==> src/rtl/ahb_master_if.sv <==
// Bus bundle for the single-transfer AHB master: AHB master-side signals plus
// the local request/response signals it serves.
interface ahb_master_if;
    logic        HREADY;
    logic [1:0]  HRESP;
    logic [31:0] HRDATA;
    logic        request_write;
    logic        request_read;
    logic [31:0] write_data;
    logic [31:0] read_addr;
    logic [31:0] write_addr;
    logic [31:0] HADDR;
    logic [31:0] HWDATA;
    logic        HWRITE;
    logic [2:0]  HSIZE;
    logic [2:0]  HBURST;
    logic [3:0]  HPROT;
    logic [1:0]  HTRANS;
    logic [31:0] read_data;
    logic        error_flag;

    modport master (
        input  HREADY, HRESP, HRDATA,
        input  request_write, request_read, write_data, read_addr, write_addr,
        output HADDR, HWDATA, HWRITE, HSIZE, HBURST, HPROT, HTRANS,
        output read_data, error_flag
    );

    modport slave (
        output HREADY, HRESP, HRDATA,
        output request_write, request_read, write_data, read_addr, write_addr,
        input  HADDR, HWDATA, HWRITE, HSIZE, HBURST, HPROT, HTRANS,
        input  read_data, error_flag
    );
endinterface

==> src/rtl/ahb_master.sv <==
// Single-transfer AHB master: one local request pulse becomes one NONSEQ SINGLE
// word transfer; wait states honoured, read data and error status returned.
module ahb_master (
    input  logic         HCLK,
    input  logic         HRESETn,
    ahb_master_if.master bus
);
    typedef enum logic [1:0] {S_IDLE, S_ADDR, S_DATA} state_t;

    localparam logic [1:0] TRANS_IDLE   = 2'b00;
    localparam logic [1:0] TRANS_NONSEQ = 2'b10;

    state_t      state_q, state_d;
    logic [31:0] haddr_q, haddr_d;
    logic [31:0] hwdata_q, hwdata_d;
    logic [31:0] wdata_q, wdata_d;
    logic [31:0] rdata_q, rdata_d;
    logic        hwrite_q, hwrite_d;
    logic [1:0]  htrans_q, htrans_d;
    logic        err_q, err_d;

    always_ff @(posedge HCLK or negedge HRESETn) begin
        if (!HRESETn) begin
            state_q  <= S_IDLE;
            haddr_q  <= '0;
            hwdata_q <= '0;
            wdata_q  <= '0;
            rdata_q  <= '0;
            hwrite_q <= 1'b0;
            htrans_q <= TRANS_IDLE;
            err_q    <= 1'b0;
        end else begin
            state_q  <= state_d;
            haddr_q  <= haddr_d;
            hwdata_q <= hwdata_d;
            wdata_q  <= wdata_d;
            rdata_q  <= rdata_d;
            hwrite_q <= hwrite_d;
            htrans_q <= htrans_d;
            err_q    <= err_d;
        end
    end

    // The address phase never stretches: no earlier data phase can be pending.
    always_comb begin
        state_d = state_q;
        case (state_q)
            S_IDLE: if (bus.request_write || bus.request_read) state_d = S_ADDR;
            S_ADDR: state_d = S_DATA;
            S_DATA: if (bus.HREADY) state_d = S_IDLE;
            default: state_d = S_IDLE;
        endcase
    end

    always_comb begin
        haddr_d  = haddr_q;
        hwdata_d = hwdata_q;
        wdata_d  = wdata_q;
        rdata_d  = rdata_q;
        hwrite_d = hwrite_q;
        htrans_d = TRANS_IDLE;
        err_d    = err_q;
        case (state_q)
            S_IDLE: begin
                if (bus.request_write) begin
                    haddr_d  = bus.write_addr;
                    wdata_d  = bus.write_data;
                    hwrite_d = 1'b1;
                    htrans_d = TRANS_NONSEQ;
                    err_d    = 1'b0;
                end else if (bus.request_read) begin
                    haddr_d  = bus.read_addr;
                    hwrite_d = 1'b0;
                    htrans_d = TRANS_NONSEQ;
                    err_d    = 1'b0;
                end
            end
            S_ADDR: begin
                if (hwrite_q) hwdata_d = wdata_q;
            end
            S_DATA: begin
                if (bus.HRESP != 2'b00) err_d = 1'b1;
                // Read data is captured even on a non-OKAY completion.
                if (bus.HREADY && !hwrite_q) rdata_d = bus.HRDATA;
            end
            default: ;
        endcase
    end

    assign bus.HADDR      = haddr_q;
    assign bus.HWDATA     = hwdata_q;
    assign bus.HWRITE     = hwrite_q;
    assign bus.HTRANS     = htrans_q;
    assign bus.HSIZE      = 3'b010;
    assign bus.HBURST     = 3'b000;
    assign bus.HPROT      = 4'b0011;
    assign bus.read_data  = rdata_q;
    assign bus.error_flag = err_q;
endmodule

==> src/flat_wrapper.sv <==
// flat-port wrapper written by rule: the top's interface ports become plain ports
module ahb_master_flat 
  (HCLK, HRESETn, bus_HREADY, bus_HRESP, bus_HRDATA, bus_request_write, bus_request_read, bus_write_data, bus_read_addr, bus_write_addr, bus_HADDR, bus_HWDATA, bus_HWRITE, bus_HSIZE, bus_HBURST, bus_HPROT, bus_HTRANS, bus_read_data, bus_error_flag);
  ahb_master_if bus_i ();
  input  logic HCLK;
  input  logic HRESETn;
  input wire logic [$bits(bus_i.HREADY)-1:0] bus_HREADY;
  input wire logic [$bits(bus_i.HRESP)-1:0] bus_HRESP;
  input wire logic [$bits(bus_i.HRDATA)-1:0] bus_HRDATA;
  input wire logic [$bits(bus_i.request_write)-1:0] bus_request_write;
  input wire logic [$bits(bus_i.request_read)-1:0] bus_request_read;
  input wire logic [$bits(bus_i.write_data)-1:0] bus_write_data;
  input wire logic [$bits(bus_i.read_addr)-1:0] bus_read_addr;
  input wire logic [$bits(bus_i.write_addr)-1:0] bus_write_addr;
  output wire logic [$bits(bus_i.HADDR)-1:0] bus_HADDR;
  output wire logic [$bits(bus_i.HWDATA)-1:0] bus_HWDATA;
  output wire logic [$bits(bus_i.HWRITE)-1:0] bus_HWRITE;
  output wire logic [$bits(bus_i.HSIZE)-1:0] bus_HSIZE;
  output wire logic [$bits(bus_i.HBURST)-1:0] bus_HBURST;
  output wire logic [$bits(bus_i.HPROT)-1:0] bus_HPROT;
  output wire logic [$bits(bus_i.HTRANS)-1:0] bus_HTRANS;
  output wire logic [$bits(bus_i.read_data)-1:0] bus_read_data;
  output wire logic [$bits(bus_i.error_flag)-1:0] bus_error_flag;
  assign bus_i.HREADY = bus_HREADY;
  assign bus_i.HRESP = bus_HRESP;
  assign bus_i.HRDATA = bus_HRDATA;
  assign bus_i.request_write = bus_request_write;
  assign bus_i.request_read = bus_request_read;
  assign bus_i.write_data = bus_write_data;
  assign bus_i.read_addr = bus_read_addr;
  assign bus_i.write_addr = bus_write_addr;
  assign bus_HADDR = bus_i.HADDR;
  assign bus_HWDATA = bus_i.HWDATA;
  assign bus_HWRITE = bus_i.HWRITE;
  assign bus_HSIZE = bus_i.HSIZE;
  assign bus_HBURST = bus_i.HBURST;
  assign bus_HPROT = bus_i.HPROT;
  assign bus_HTRANS = bus_i.HTRANS;
  assign bus_read_data = bus_i.read_data;
  assign bus_error_flag = bus_i.error_flag;
  ahb_master u_core (.HCLK(HCLK), .HRESETn(HRESETn), .bus(bus_i));
endmodule
==> config.mk <==
export PLATFORM = sky130hd
export DESIGN_NAME = ahb_master_flat
export DESIGN_NICKNAME = d
export VERILOG_FILES = /design/src/rtl/ahb_master_if.sv /design/src/rtl/ahb_master.sv /design/src/flat_wrapper.sv
export SDC_FILE = /design/constraint.sdc
export NUM_CORES = 1
export LEC_CHECK = 0
export ABC_CLOCK_PERIOD_IN_PS = 3200
export CORE_MARGIN = 3
export CORE_UTILIZATION = 25
export DETAILED_ROUTE_END_ITERATION = 16
export HOLD_SLACK_MARGIN = 0.06
export PLACE_DENSITY = 0.63
export SYNTH_ARGS = -nofsm -noshare
export SYNTH_HDL_FRONTEND = slang
export SYNTH_SLANG_ARGS = --single-unit
==> constraint.sdc <==
create_clock -name HCLK -period 3.2 [get_ports HCLK]
set_input_delay 0.64 -clock HCLK [delete_from_list [all_inputs] [get_ports HCLK]]
set_output_delay 0.64 -clock HCLK [all_outputs]
set_load 0.02 [all_outputs]
## Word-level counts from Yosys, hierarchy flattened

Cells that the tools add are included.

- Register bits: 134
- Bits of input ports: 135
- Output and inout bits: 110

- Equality and inequality tests: 6
- Multiplexer cells: 13
- Reduce and logical (&&, ||, !) cells: 13

Operators with widths:

| cell | number |
|---|---|
| $mux 32 | 2 |
| $mux 2 | 5 |
| $reduce_and 2->1 | 5 |
| $pmux 2 s3 | 1 |
| $reduce_bool 2->1 | 3 |
| $mux 1 | 4 |
| $ne 2x1->1 const B | 2 |
| $ne 3x3->1 const B | 1 |
| $reduce_and 3->1 | 1 |
| $eq 2x1->1 const B | 1 |
| $eq 2x2->1 const B | 1 |
| $logic_not 2->1 | 1 |
| $ne 2x2->1 const B | 1 |
| $pmux 1 s2 | 1 |
| $logic_and 1x1->1 | 1 |
| $logic_not 1->1 | 1 |
| $logic_or 1x1->1 | 1 |

## Logic depth before layout (Yosys ltp)

Gate-level depths: netlist (run 1).

- Depth after elaboration: 3
- Mapped depth: 5
- Depth with buffers taken out: 3

## Least setup slack after synthesis (run 1)

No wires, ideal clock.

- Path type: in2reg
- From: in bus_request_write
- To: reg u_core.haddr_q[10], in the netlist u_core.bus.HADDR[10]
- Setup time: 0.125 ns
- Arrival: 1.725 ns
- Required time: 3.075 ns
- Setup slack: 1.350 ns
- Cell stages on the path: 4
- Path buffers: 2
- Cell sequence: buf_2 > clkbuf_1 > mux2_2 > mux2_2

- Cells in the longest elaborated chain, start to end: 2

RTL lines:

| element | line | RTL |
|---|---|---|
| start, declared | flat_wrapper.sv:10 | `input wire logic [$bits(bus_i.request_write)-1:0] bus_request_write;` |
| $reduce_bool 2->1 (no source line) | n/a |  |
| $reduce_and 2->1 (no source line) | n/a |  |
| end signal, assigned | ahb_master.sv:34 | `haddr_q <= haddr_d;` |
| end, declared | ahb_master.sv:14 | `logic [31:0] haddr_q, haddr_d;` |

Several ways; a longest one is shown, not always the timed one.
A chain may end at the register's enable or synchronous reset.

## Worst setup path in the final report (run 1)

- From: in bus_request_write
- To: reg u_core.haddr_q[5], in the netlist u_core.bus.HADDR[5]

The elaborated chain is that of the path after synthesis.

==> results.yml, run 1 <==
grt:
  global_route.overflow_total: 0
  grt_max_degree: 72
  globalRouteTotalUtil: 0.119
  first_global_vias: 4018
  grt_first_pass_wirelength_um: 22400
  antenna_violations_before_repair: 0
min_path:
  hold_path_class: "in2async"
place:
  number_of_i_o_port_buffers: 233
  place.gp.congestion: 0.771
  dp_hpwl_um: 10500
  place.detailed.instances: 836
  place_worst_setup_slack_ns: 0.634
routing:
  drt_first_pass_iters: 4
  post-route-drc-count: 0
  totalWireLength_um: 14200
  dr.first_iter.drc_count: 88
  via_count: 3624
  vias_per_cell: 4.18
  drt_antenna_net_count: 0
  post_drt_wl_per_cell_um: 16.4
die:
  dieHeight_um: 155
  boundaryPins: 245
  coreArea_mm2: 0.0215
  die_area_mm2: 0.0241
  die_w_um: 155
  start_util: 0.259
  floorplan.rows: 53
clock_tree:
  postCtsHoldBufs: 0
  cts-root-to-sink-buffers: 2
  post_cts.repair.setup_buffers: 0
  clock_tree_from_tritoncts: "built"
  cts.sinks: 133
  cts-root-buf: "sky130_fd_sc_hd__clkbuf_16"
  insertion_delay_ns: 0.41
  cts.clk_slew.worst_paths_ns: 0.06
  cts_max_level: 4
  cts_repair_resize_count: 0
  cts-buffers-inserted: 17
synthesis:
  syn-instance-count: 337
  yosys_most_used_dff: "sky130_fd_sc_hd__dfrtp_1"
  synth.largest_area_cell: "sky130_fd_sc_hd__dfrtp_1"
  synth.top_cells.by_area: "sky130_fd_sc_hd__dfrtp_1 (60%), sky130_fd_sc_hd__mux2_2 (26%), sky130_fd_sc_hd__mux2_4 (8.1%)"
  synth_compound_area_frac: 0.00337
  fraction_of_synthesized_cell_area_taken_by_the_top_area_cell_type: 0.597
  synth-seq-area-share: 0.597
  synth_enable_flop_cells: 0
  simple_gate_fraction_of_synth_area: 0.0146
  synth_commonest_cells: "sky130_fd_sc_hd__dfrtp_1 (133), sky130_fd_sc_hd__mux2_2 (129), sky130_fd_sc_hd__mux2_4 (30)"
  asyncSetResetFlopFracSynth: 1.00
  syn-mean-instance-area_um2: 16.5
  synth_adder_area_share: 0
  synth.yosys.warnings: 0
  synthMuxAreaShare: 0.344
  yosys.cell_types.count: 21
  ys_seq_elements: 133
  post_synth_xor_area_fraction: 0
  synthesis.area_mm2: 0.00557
  synth_top_family_by_area: "multiplexers"
  yosysMostFrequentCell: "sky130_fd_sc_hd__dfrtp_1"
timing:
  report.final.slew_viol_count: 0
  finalHoldViolCount: 0
  final_period_minus_worst_setup_slack_ns: 2.15
  worst-slew-pin-transition_ns: 0.771
  timing.max_slew.rel_slack: 0.486
  finalCritPeriodShare: 0.673
  max_freq_mhz: 464
  timing.setup.tns_ns: 0
  worst_clock_skew_ns: 0.0134
  report.final.setup_viol: 0
  grt_setup_unrepaired: "no"
  final.setup.worst_slack_ns: 1.05
pwr:
  total_power_after_layout_w: 0.00910
  p_leak_nw: 3.70
  powerDensity_mw_per_mm2: 1040
  vdd.ir_drop.worst_mv: 0.524
finish:
  layout.cells.non_filler: 868
  layout-drive-gt1-share: 0.349
  design.final.nets: 715
  area_delta_synth_final_pct: 57.7
  diodes: 0
  utilization: 0.409
setup_path:
  worst_setup_ep_type: "register"
  timing.critical_path.fanout_max: 26
  setup.worst_path.start_class: "primary input"
  worstPathRequired_ns: 3.49
  ff2ff_path_depth: 4
  criticalPathCategory: "in2reg"
  arrival_ns: 2.44
run:
  max-cap-violations: 0
status:
  run_status: "finished clean"
-- flip-flops by register name, indices dropped and copies added (netlist names) --
register,flops
u_core.bus.HADDR,32
u_core.bus.HTRANS,1
u_core.bus.HWDATA,32
u_core.bus.HWRITE,1
u_core.bus.error_flag,1
u_core.bus.read_data,32
u_core.state_q,2
u_core.wdata_q,32
-- kinds of logic (layout without fill, tap and decap cells) --
logic type             Yosys count  in the layout
AND/OR/NAND/NOR                  9              9
AO/OA/AOI/OAI                    3              3
buffers and inverters           30            277
other                            2             11
flip-flops                     133            133
multiplexers                   160            160
-- stage by stage --
stage | hold WS (ns) | cell area, um^2
after floorplan | 0.344 | 5610
after global placement | 0.485 | 8160
after detailed placement | 0.475 | 8160
after CTS | 0.251 | 8790
after global routing | 0.268 | 8790
final | 0.234 | 8790
-- cell usage in the layout (no fill, tap or decap) --
cell and count:
sky130_fd_sc_hd__conb_1 11, sky130_fd_sc_hd__nor3_1 1, sky130_fd_sc_hd__dfrtp_1 133, sky130_fd_sc_hd__nor3b_4 2, sky130_fd_sc_hd__mux2_2 129, sky130_fd_sc_hd__buf_6 1, sky130_fd_sc_hd__clkinv_4 1, sky130_fd_sc_hd__mux2_1 1
sky130_fd_sc_hd__o22ai_1 1, sky130_fd_sc_hd__buf_4 9, sky130_fd_sc_hd__inv_6 2, sky130_fd_sc_hd__o21ai_0 1, sky130_fd_sc_hd__clkinvlp_4 2, sky130_fd_sc_hd__inv_1 2, sky130_fd_sc_hd__mux2_4 30, sky130_fd_sc_hd__nor3_4 1
sky130_fd_sc_hd__clkbuf_8 4, sky130_fd_sc_hd__clkinv_2 3, sky130_fd_sc_hd__clkdlybuf4s50_1 232, sky130_fd_sc_hd__nand2b_1 1, sky130_fd_sc_hd__o21bai_1 1, sky130_fd_sc_hd__bufinv_16 3, sky130_fd_sc_hd__nand2b_2 1, sky130_fd_sc_hd__buf_12 1
sky130_fd_sc_hd__or2_2 1, sky130_fd_sc_hd__clkbuf_16 17, sky130_fd_sc_hd__nor2_1 2
-- final cells by class --
type / instances / area (um^2)
Clock buffer: 21 / 480
Fill cell: 1986 / 12700
Multi-Input combinational cell: 183 / 2060
Timing Repair Buffer: 243 / 2420
Sequential cell: 133 / 3330
Inverter: 2 / 7.51
Tap cell: 275 / 344
Clock inverter: 11 / 146
-- metal layers --
metal  up-vias  track usage  share of wire
met1      1812        0.128           0.37
li1       1654            -              -
met2       143        0.209           0.52
met3        15       0.0540          0.095
met4         0       0.0342          0.014
met5         -            0              0
-- report_power, final --
group | leakage, nW | total [W] | internal, W | switching, W
clock | 0.306 | 0.00204 | 0.00131 | 0.000726
sequential | 1.58 | 0.00305 | 0.00255 | 0.000497
combinational | 1.82 | 0.00401 | 0.00231 | 0.00171
-- worst paths after layout --
| path | startpoint | endpoint | slack [ns] |
|---|---|---|---|
| worst max-delay path | bus_request_write | u_core.bus.HADDR[5] | 1.05 |
| worst min register to register | u_core.bus.HADDR[5] | u_core.bus.HADDR[5] | 0.49 |
| max in group asynchronous | HRESETn | u_core.bus.HADDR[13] | 2.16 |
| min in group HCLK | u_core.bus.HADDR[5] | u_core.bus.HADDR[5] | 0.49 |
| worst max register to register | u_core.state_q[1] | u_core.bus.HWDATA[0] | 1.19 |
| worst min-delay path | HRESETn | u_core.wdata_q[31] | 0.23 |
-- critical path: stages --
cell and delay (ns):
sky130_fd_sc_hd__clkdlybuf4s50_1 0.71, sky130_fd_sc_hd__buf_4 0.41, sky130_fd_sc_hd__mux2_2 0.38, sky130_fd_sc_hd__mux2_1 0.29
(Power assumes the default switching activity.)
==> inputs of run 2 (changes only) <==
--- a/config.mk
+++ b/config.mk
@@ -5,7 +5,7 @@
 export SDC_FILE = /design/constraint.sdc
 export NUM_CORES = 1
 export LEC_CHECK = 0
-export ABC_CLOCK_PERIOD_IN_PS = 3200
+export ABC_CLOCK_PERIOD_IN_PS = 2150
 export CORE_MARGIN = 3
 export CORE_UTILIZATION = 25
 export DETAILED_ROUTE_END_ITERATION = 16
==> constraint.sdc (replaced) <==
create_clock -name HCLK -period 2.15 [get_ports HCLK]
set_input_delay 0.43 -clock HCLK [delete_from_list [all_inputs] [get_ports HCLK]]
set_output_delay 0.43 -clock HCLK [all_outputs]
set_load 0.02 [all_outputs]
==> results.yml, run 2 (synthesis results as in run 1) <==
status:
  run_status: "finished clean"
clock_tree:
  cts_repair_resize_count: 0
  cts.clk_slew.worst_paths_ns: 0.06
  clock_tree_from_tritoncts: "built"
  cts.sinks: 133
  post_cts.repair.setup_buffers: 0
  cts-root-buf: "sky130_fd_sc_hd__clkbuf_16"
  cts_max_level: 4
  cts-buffers-inserted: 17
  insertion_delay_ns: 0.41
  postCtsHoldBufs: 1
  cts-root-to-sink-buffers: 2
die:
  die_area_mm2: 0.0241
  start_util: 0.259
  boundaryPins: 245
  dieHeight_um: 155
  die_w_um: 155
  coreArea_mm2: 0.0215
  floorplan.rows: 53
finish:
  utilization: 0.411
  area_delta_synth_final_pct: 58.4
  layout.cells.most_common: "sky130_fd_sc_hd__clkdlybuf4s50_1"
  regArea_mm2: 0.00333
  design.final.nets: 715
  num-fill-cells: 1994
  multi_input_area_mm2: 0.00206
  most_frequent_cells_in_the_layout: "sky130_fd_sc_hd__clkdlybuf4s50_1 (232), sky130_fd_sc_hd__dfrtp_1 (133), sky130_fd_sc_hd__mux2_2 (129)"
  diodes: 0
  layout-drive-gt1-share: 0.347
routing:
  vias_per_cell: 4.10
  drt_antenna_net_count: 0
  post-route-drc-count: 0
  totalWireLength_um: 13600
  post_drt_wl_per_cell_um: 15.6
  drt_first_pass_iters: 4
  dr.first_iter.drc_count: 77
  via_count: 3555
timing:
  grt_setup_unrepaired: "no"
  report.final.slew_viol_count: 0
  finalCritPeriodShare: 0.882
  finalHoldViolCount: 0
  report.final.setup_viol: 0
  timing.setup.tns_ns: 0
  final_period_minus_worst_setup_slack_ns: 1.90
  max_freq_mhz: 528
  final.setup.worst_slack_ns: 0.255
  worst_clock_skew_ns: 0.0147
setup_path:
  worstPathBufferInverterCount: 1
  timing.critical_path.fanout_max: 3
  worstPathRequired_ns: 1.72
  critical-path-slowest-cell: "sky130_fd_sc_hd__clkdlybuf4s50_1"
  worst_setup_ep_type: "output port"
  setup.worst_path.start_class: "register"
  criticalPathCategory: "reg2out"
  reg2reg_slack_ns: 0.42
  arrival_ns: 1.47
  path_delay_family: "buffers and inverters"
  worstSetupPathDepth: 1
  path_cells: "clkdlybuf4s50_1"
  ff2ff_path_depth: 4
  critical-path-max-stage-delay_ns: 0.65
place:
  dp_hpwl_um: 10100
  place_worst_setup_slack_ns: 0.124
  number_of_i_o_port_buffers: 233
  place.gp.congestion: 0.752
min_path:
  whs_path_depth: 1
  hold_path_class: "reg2reg"
grt:
  grt_first_pass_wirelength_um: 21400
  grt_max_degree: 69
  global_route.overflow_total: 0
  antenna_violations_before_repair: 0
  first_global_vias: 4027
  globalRouteTotalUtil: 0.113
run:
  max-cap-violations: 0
pwr:
  p_leak_nw: 3.70
  total_power_after_layout_w: 0.0135
  powerDensity_mw_per_mm2: 1520
  vdd.ir_drop.worst_mv: 0.731
run 2: changes by cell type in the layout (fill, tap and decap cells not counted):
cell / before / now
sky130_fd_sc_hd__inv_6: 2 / 4
sky130_fd_sc_hd__clkinvlp_4: 2 / 3
sky130_fd_sc_hd__buf_4: 9 / 3
sky130_fd_sc_hd__clkbuf_8: 4 / 0
sky130_fd_sc_hd__buf_12: 1 / 6
sky130_fd_sc_hd__dlygate4sd3_1: 0 / 1
sky130_fd_sc_hd__clkinv_2: 3 / 4
run 2: metrics by stage:
stage          hold WS (ns)  std cells  area, um^2
2_1_floorplan         0.134        346        5610
3_3_place_gp          0.445        835        8220
3_5_place_dp          0.451        835        8220
4_1_cts               0.489        868        8830
5_1_grt               0.504        868        8830
6_report              0.484        868        8830
run 2: worst paths after layout:
path | startpoint | to
setup / recovery | u_core.bus.HWRITE | bus_HWRITE
hold / removal | u_core.bus.HADDR[5] | u_core.bus.HADDR[5]
setup reg to reg | u_core.state_q[0] | u_core.bus.read_data[4]
hold reg to reg | u_core.bus.HADDR[5] | u_core.bus.HADDR[5]
max in group asynchronous | HRESETn | u_core.bus.HADDR[11]
min in group asynchronous | HRESETn | u_core.wdata_q[18]
run 2: cell type report:
cell class / count / share of cell area
flip-flops and latches: 133 / 0.377
repair buffers: 243 / 0.282
multi-input cells: 183 / 0.234
clock buffers: 17 / 0.0482
well taps: 275 / 0.0390
clock inverters: 15 / 0.0200
inverters: 2 / 0.000850
run 2: where the power goes:
| group | switching [W] | leakage (nW) | total [W] | internal, W |
|---|---|---|---|---|
| combinational | 0.00254 | 1.84 | 0.00601 | 0.00347 |
| sequential | 0.000720 | 1.58 | 0.00452 | 0.00380 |
| clock | 0.00110 | 0.290 | 0.00293 | 0.00183 |
run 2: routing by layer:
| metal | vias up | GRT usage | routed length [um] |
|---|---|---|---|
| met5 | - | 0 | 0 |
| met2 | 133 | 0.201 | 7150 |
| li1 | 1659 | - | - |
| met4 | 0 | 0.0338 | 63 |
| met1 | 1758 | 0.124 | 5200 |
| met3 | 5 | 0.0434 | 1160 |
==> inputs of run 3 (changes only) <==
--- a/config.mk
+++ b/config.mk
@@ -6,11 +6,14 @@
 export NUM_CORES = 1
 export LEC_CHECK = 0
 export ABC_CLOCK_PERIOD_IN_PS = 2150
+export CELL_PAD_IN_SITES_DETAIL_PLACEMENT = 1
+export CELL_PAD_IN_SITES_GLOBAL_PLACEMENT = 1
 export CORE_MARGIN = 3
 export CORE_UTILIZATION = 25
 export DETAILED_ROUTE_END_ITERATION = 16
 export HOLD_SLACK_MARGIN = 0.06
-export PLACE_DENSITY = 0.63
+export PLACE_DENSITY = 0.74
+export RECOVER_POWER = 100
 export SYNTH_ARGS = -nofsm -noshare
 export SYNTH_HDL_FRONTEND = slang
 export SYNTH_SLANG_ARGS = --single-unit
==> results.yml, run 3 (synthesis results as in run 1) <==
status:
  run_status: "finished clean"
timing:
  finalCritPeriodShare: 0.922
  report.final.slew_viol_count: 0
  final.hold.worst_slack_ns: 0.479
  worst_clock_skew_ns: 0.00648
  final.setup.worst_slack_ns: 0.168
  timing.max_slew.rel_slack: 0.133
  report.final.setup_viol: 0
  max_freq_mhz: 505
  grt_setup_unrepaired: "no"
  final_period_minus_worst_setup_slack_ns: 1.98
  worst-slew-pin-transition_ns: 1.30
  finalHoldViolCount: 0
  timing.setup.tns_ns: 0
die:
  start_util: 0.259
  dieHeight_um: 155
  boundaryPins: 245
  die_w_um: 155
  die_area_mm2: 0.0241
  coreArea_mm2: 0.0215
  floorplan.rows: 53
grt:
  global_route.overflow_total: 0
  grt_first_pass_wirelength_um: 23400
  grt_max_degree: 51
  globalRouteTotalUtil: 0.125
  antenna_violations_before_repair: 1
  first_global_vias: 4180
setup_path:
  critical-path-slowest-cell: "sky130_fd_sc_hd__dlygate4sd3_1"
  critical-path-max-stage-delay_ns: 0.76
  arrival_ns: 1.55
  worstPathRequired_ns: 1.72
  path_delay_family: "buffers and inverters"
  criticalPathCategory: "reg2out"
  worstPathBufferInverterCount: 1
  path_cells: "dlygate4sd3_1"
  timing.critical_path.fanout_max: 3
  setup.worst_path.start_class: "register"
  worst_setup_ep_type: "output port"
finish:
  layout.cells.most_common: "sky130_fd_sc_hd__dfrtp_1"
  most_frequent_cells_in_the_layout: "sky130_fd_sc_hd__dfrtp_1 (133), sky130_fd_sc_hd__clkdlybuf4s50_1 (132), sky130_fd_sc_hd__mux2_2 (129)"
  utilization: 0.403
  diodes: 0
  layout.cells.non_filler: 869
  regArea_mm2: 0.00333
  multi_input_area_mm2: 0.00194
  design.final.nets: 716
  area_delta_synth_final_pct: 55.5
  layout-drive-gt1-share: 0.300
  num-fill-cells: 2176
clock_tree:
  cts.clk_slew.worst_paths_ns: 0.06
  cts-root-to-sink-buffers: 2
  cts_max_level: 4
  post_cts.repair.setup_buffers: 0
  cts.sinks: 133
  cts-root-buf: "sky130_fd_sc_hd__clkbuf_16"
  insertion_delay_ns: 0.41
  postCtsHoldBufs: 1
  cts_repair_resize_count: 0
  cts-buffers-inserted: 17
  clock_tree_from_tritoncts: "built"
place:
  number_of_i_o_port_buffers: 233
  dp_hpwl_um: 11500
  place.gp.congestion: 0.803
  place.detailed.instances: 836
  place_worst_setup_slack_ns: 0.0643
routing:
  wirelength_met1_um: 5980
  totalWireLength_um: 15000
  met2_length_um: 7420
  via_count: 3633
  wire_length_on_met3_um: 1490
  post-route-drc-count: 0
  top_layer_used: "met5"
  drt_first_pass_iters: 4
  dr.first_iter.drc_count: 98
  drt_antenna_net_count: 0
  vias_per_cell: 4.18
  post_drt_wl_per_cell_um: 17.3
pwr:
  powerDensity_mw_per_mm2: 1470
  vdd.ir_drop.worst_mv: 0.636
  p_leak_nw: 3.61
run:
  max-cap-violations: 0
min_path:
  hold_path_class: "reg2reg"
## run 3: layout make-up
| type | count | share of cell area |
|---|---|---|
| Clock buffer | 21 | 0.0554 |
| Sequential cell | 133 | 0.384 |
| Timing Repair Buffer | 244 | 0.282 |
| Clock inverter | 11 | 0.0141 |
| Tap cell | 275 | 0.0397 |
| Inverter | 2 | 0.000866 |
| Multi-Input combinational cell | 183 | 0.224 |
## run 3: worst paths after layout
kind                                   startpoint                  endpoint  slack (ns)  depth (start not counted)
worst max-delay path            u_core.bus.HWRITE                bus_HWRITE        0.17                          1
worst min-delay path            u_core.wdata_q[7]      u_core.bus.HWDATA[7]        0.48                          1
worst max register to register  u_core.state_q[0]  u_core.bus.read_data[25]        0.18                          4
worst min register to register  u_core.wdata_q[7]      u_core.bus.HWDATA[7]        0.48                          1
max in group asynchronous                 HRESETn  u_core.bus.read_data[30]        0.42                          3
min in group asynchronous                 HRESETn     u_core.bus.HWDATA[18]        0.87                          2
## run 3: through the flow
stage               total power, W  cell area (um^2)
global route                0.0135              8670
detailed placement          0.0108              8230
floorplan                  0.00788              5610
global placement            0.0105              8230
finish                      0.0127              8670
CTS                         0.0138              8840
## run 3: metal layers
metal	track usage	up-vias
met5	0	-
met4	0.0304	2
met3	0.0634	13
met2	0.209	153
met1	0.143	1811
li1	-	1654
## run 3: where the power goes
| group | internal [W] | total, W | switching, W |
|---|---|---|---|
| logic | 0.00277 | 0.00535 | 0.00258 |
| registers | 0.00380 | 0.00445 | 0.000657 |
| clock network | 0.00183 | 0.00292 | 0.00109 |
| total | 0.00840 | 0.0127 | 0.00433 |
